===== config.mk =====
export PLATFORM = sky130hd
export DESIGN_NAME = avalon_led_pio_blink
export DESIGN_NICKNAME = d
export VERILOG_FILES = /design/src/rtl/avalon_led_pio_blink.sv
export SDC_FILE = /design/constraint.sdc
export NUM_CORES = 1
export LEC_CHECK = 0
export BUFFER_PORTS_ARGS = -buffer_cell sky130_fd_sc_hd__buf_2
export CORE_MARGIN = 3
export CORE_UTILIZATION = 35
export DETAILED_ROUTE_END_ITERATION = 8
export PLACE_DENSITY = 0.57
export SYNTH_ARGS = -nofsm -noshare
export SYNTH_HDL_FRONTEND = slang
export SYNTH_SLANG_ARGS = --single-unit

===== constraint.sdc =====
create_clock -name clk -period 2.6 [get_ports clk]
set_clock_uncertainty 0.15 [all_clocks]
set_input_delay 0.52 -clock clk [delete_from_list [all_inputs] [get_ports clk]]
set_output_delay 0.52 -clock clk [all_outputs]
set_load 0.02 [all_outputs]

===== src/rtl/avalon_led_pio_blink.sv =====
// avalon_led_pio_blink
//   Avalon-MM slave output PIO for one board LED bank. Provides a DATA
//   register with readback and atomic set/clear/toggle aliases, per-bit
//   blink enables, and a programmable prescaler that generates the blink
//   phase.
//
// Ports
//   clk         system clock
//   reset_n     asynchronous, active-low reset
//   address     register word address (0..7)
//   chipselect  slave select, qualifies write_n / read_n
//   write_n     active-low write strobe
//   read_n      active-low read strobe
//   writedata   write data (bits above a register's width are ignored)
//   readdata    registered read data, latency 1, zero-extended
//   out_port    LED drive, combinational from registers
module avalon_led_pio_blink #(
  parameter int unsigned             WIDTH        = 18,
  parameter logic [WIDTH-1:0]        RESET_VALUE  = '0,
  parameter int unsigned             PRESCALE_W   = 26,
  parameter int unsigned             PERIOD_RESET = 25000000
) (
  input  logic             clk,
  input  logic             reset_n,
  input  logic [2:0]       address,
  input  logic             chipselect,
  input  logic             write_n,
  input  logic             read_n,
  input  logic [31:0]      writedata,
  output logic [31:0]      readdata,
  output logic [WIDTH-1:0] out_port
);

  localparam logic [PRESCALE_W-1:0] PERIOD_INIT = PRESCALE_W'(PERIOD_RESET);

  logic                  wr;
  logic                  rd;
  logic [WIDTH-1:0]      wd;
  logic [PRESCALE_W-1:0] wd_period;
  logic                  period_wr;

  logic [WIDTH-1:0]      data;
  logic [WIDTH-1:0]      blink_en;
  logic [PRESCALE_W-1:0] period;
  logic [PRESCALE_W-1:0] cnt;
  logic                  phase;
  logic [31:0]           rvalue;

  assign wr        = chipselect & ~write_n;
  assign rd        = chipselect & ~read_n;
  assign wd        = writedata[WIDTH-1:0];
  assign wd_period = writedata[PRESCALE_W-1:0];
  assign period_wr = wr && (address == 3'd5);

  // Register file: DATA with atomic aliases, blink enables, period.
  always_ff @(posedge clk or negedge reset_n) begin
    if (!reset_n) begin
      data     <= RESET_VALUE;
      blink_en <= '0;
      period   <= PERIOD_INIT;
    end else if (wr) begin
      case (address)
        3'd0:    data     <= wd;
        3'd1:    data     <= data | wd;
        3'd2:    data     <= data & ~wd;
        3'd3:    data     <= data ^ wd;
        3'd4:    blink_en <= wd;
        3'd5:    period   <= wd_period;
        default: ;
      endcase
    end
  end

  // Prescaler. A PERIOD write overrides the terminal-count reload so the
  // new period always starts cleanly in phase 0.
  always_ff @(posedge clk or negedge reset_n) begin
    if (!reset_n) begin
      cnt   <= PERIOD_INIT;
      phase <= 1'b0;
    end else if (period_wr) begin
      cnt   <= wd_period;
      phase <= 1'b0;
    end else if (period == '0) begin
      cnt   <= '0;
      phase <= 1'b0;
    end else if (cnt == '0) begin
      cnt   <= period;
      phase <= ~phase;
    end else begin
      cnt   <= cnt - PRESCALE_W'(1);
    end
  end

  // Read mux sees pre-write register values, so a simultaneous write and
  // read on the same address returns the old contents.
  always_comb begin
    rvalue = '0;
    case (address)
      3'd0, 3'd1, 3'd2, 3'd3: rvalue[WIDTH-1:0]      = data;
      3'd4:                   rvalue[WIDTH-1:0]      = blink_en;
      3'd5:                   rvalue[PRESCALE_W-1:0] = period;
      3'd6:                   rvalue[0]              = phase;
      default:                rvalue                 = '0;
    endcase
  end

  always_ff @(posedge clk or negedge reset_n) begin
    if (!reset_n) begin
      readdata <= '0;
    end else if (rd) begin
      readdata <= rvalue;
    end
  end

  assign out_port = data & ~(blink_en & {WIDTH{phase}});

endmodule


==> impl_metrics.json <==
{
  "ioPinCount": 90,
  "rsz0062_at_grt": "false",
  "grt_max_degree": 46,
  "cts.repair_timing.setup_buffer_count": 0,
  "synth_top_area_share_pct": 34.63,
  "wl_per_cell_um": 17.23,
  "post_cts_resized": 0,
  "numCtsBuffers": 17,
  "post-dp-hpwl_um": 12470,
  "antennaDiodeCount": 0,
  "overflow": 0,
  "cp.required_ns": 2.77,
  "drtPass1Iterations": 4,
  "row_count": 49,
  "final_antenna_net_count": 0,
  "ys_ff_latch": 115,
  "postRouteWirelength_um": 17860,
  "fp.dieH_um": 143.1,
  "grt_use_total_pct": 18.37,
  "max-clock-path-buffers": 2,
  "leakage_nw": 3.874,
  "finalHoldViolations": 0,
  "grt_antenna_before_repair": 0,
  "synthCells": 712,
  "critPathCapture": "cnt[1]",
  "reg2reg_to": "cnt[1]",
  "setup_violations": 0,
  "end_kind": "flop",
  "yosysTopAreaCell": "dfrtp_1",
  "postSynthAreaPerCell_um2": 9.235,
  "cts_tree": "done",
  "fin_util_pct": 43.48,
  "synth.distinct_cells": 55,
  "start_util_pct": 36.11,
  "hp-class": "primary input to flop",
  "drc": 0,
  "maxSlewHeadroom_pct": 52.11,
  "whs_ns": 0.1624,
  "root_buffer": "clkbuf_16",
  "nets": 872,
  "grt_pass1_wl_um": 29440,
  "startpoint": "cnt[23]",
  "gp_congestion": 0.7963,
  "synthFlopType": "dfrtp_1",
  "reg2reg_slack_ns": 0.11,
  "drt_first_iter_violations": 401,
  "cap_viol_max_count": 0,
  "area_growth_pct": 20.40,
  "dp.cells": 1004,
  "layout_min_cycle_time_ns": 2.494,
  "vias_per_cell": 5.171,
  "p_per_area_nw_per_um2": 898.7,
  "worstRegToRegCells": 6,
  "core_area_um2": 18210,
  "min_period_over_period_pct": 95.90,
  "cts_sinks": 115,
  "syn_area_um2": 6575,
  "final_common_cell": "nand2_1",
  "grt_pass1_vias": 5402,
  "clk_pin_slew_ns": 0.06,
  "crit_path_start_kind": "flop",
  "vdd_drop_max_v": 0.0006078,
  "drive_gt1_share_pct": 25.99,
  "drv_slew": 0,
  "ys_seq_area_share_pct": 44.22,
  "synth-async-reset-ratio_pct": 100.0,
  "clock_latency_ns": 0.42,
  "setup_tns_ns": 0,
  "fmax_ghz": 0.4010,
  "finalNonFillerCells": 1037,
  "path_max_fanout": 15,
  "die_w_um": 143.1,
  "r2r_start": "cnt[23]",
  "die_area_um2": 20470,
  "outcome": "complete, no violations",
  "cts.hold.buffers_added": 1,
  "worst_slew_pin_slew_ns": 0.7184,
  "yosys-top-cells-area": "dfrtp_1, dfstp_2, ha_1",
  "path_class": "flop to flop",
  "final_cell_mix": "nand2_1, dfrtp_1, buf_2",
  "critPathArrivalTime_ns": 2.67,
  "synth-warning-count": 0,
  "synth_edf_count": 0,
  "vias": 5362,
  "io_buffers": 77,
  "htreeDepth": 4
}
report_power, final:
| part | leakage, nW | switching (mW) | internal [mW] |
|---|---|---|---|
| combinational | 2.17 | 1.04 | 0.900 |
| clock | 0.302 | 0.830 | 1.57 |
| sequential | 1.40 | 0.444 | 2.33 |
kinds of logic (layout without fill, tap and decap cells):
kind of cell | after synthesis | count (layout) | synth area share [%]
AO/OA/AOI/OAI | 174 | 174 | 15.91
adder cells (fa/ha/maj) | 37 | 37 | 7.041
buffers and inverters | 100 | 191 | 6.432
other | 1 | 6 | 0.05703
XOR/XNOR | 16 | 16 | 2.131
multiplexers | 56 | 56 | 9.191
flip-flops | 115 | 115 | 44.22
AND/OR/NAND/NOR | 213 | 213 | 15.01
critical path, cell delays in order, from the launching register on:
cell,delay [ns]
dfrtp_1,0.38
or4_4,0.56
or3_4,0.38
or3_1,0.34
buf_4,0.21
and2_4,0.17
o31ai_2,0.20
synthesized netlist by cell type, types with 4 or more instances:
| master | number |
|---|---|
| nand2_1 | 121 |
| dfrtp_1 | 91 |
| o21ai_0 | 55 |
| inv_1 | 54 |
| a21oi_1 | 39 |
| ha_1 | 37 |
| mux2_2 | 35 |
| nor2_1 | 35 |
| clkbuf_1 | 28 |
| dfstp_2 | 24 |
| mux2i_1 | 21 |
| o21ai_1 | 21 |
| o22ai_1 | 18 |
| a2bb2oi_1 | 17 |
| xnor2_1 | 15 |
| nor4_1 | 11 |
| nor3_1 | 10 |
| a22o_1 | 8 |
| buf_1 | 7 |
| buf_4 | 6 |
| nand2b_1 | 5 |
| nand3_1 | 5 |
| nand4_1 | 4 |
worst min-delay path by stage:
stage             startpoint          end  slack [ns]  cells after the start
3_5_place_dp     readdata[5]  readdata[5]        0.32                      2
6_report       writedata[18]   period[18]        0.16                      3
2_1_floorplan        reset_n  blink_en[0]        0.07                      0
3_3_place_gp     readdata[3]  readdata[3]        0.31                      2
5_1_grt        writedata[18]   period[18]        0.18                      3
4_1_cts        writedata[18]   period[18]        0.15                      3
sequential cells by signal, indices dropped and copies added, names as in the netlist:
name / count
blink_en: 18
period: 26
phase: 1
data: 18
cnt: 26
readdata: 26
final cells by class:
class,count,area (µm²)
flip-flops and latches,115,2908
well taps,229,286.5
fillers,1732,10290
multi-input cells,502,3266
inverters,54,202.7
clock buffers,21,470.5
clock inverters,11,132.6
repair buffers,105,650.6
per-stage QoR:
stage | area, µm² | total power, mW | worst slack (ns)
after floorplan | 6594 | 4.105 | 0.1550
after global placement | 7303 | 4.699 | 0.1561
after detailed placement | 7303 | 4.742 | 0.1166
after CTS | 7916 | 7.167 | 0.1006
after global routing | 7916 | 7.537 | 0.0006846
final | 7916 | 7.114 | 0.1065
layer usage:
layer / wire length [µm] / GRT usage, % / part of all wire, %
met2: 7887 / 27.20 / 44
met3: 690 / 4.019 / 3.9
met4: 176 / 5.753 / 0.99
met1: 9110 / 26.76 / 51
met5: 0 / 0 / 0
No activity file was read; power rests on OpenSTA's default activity.
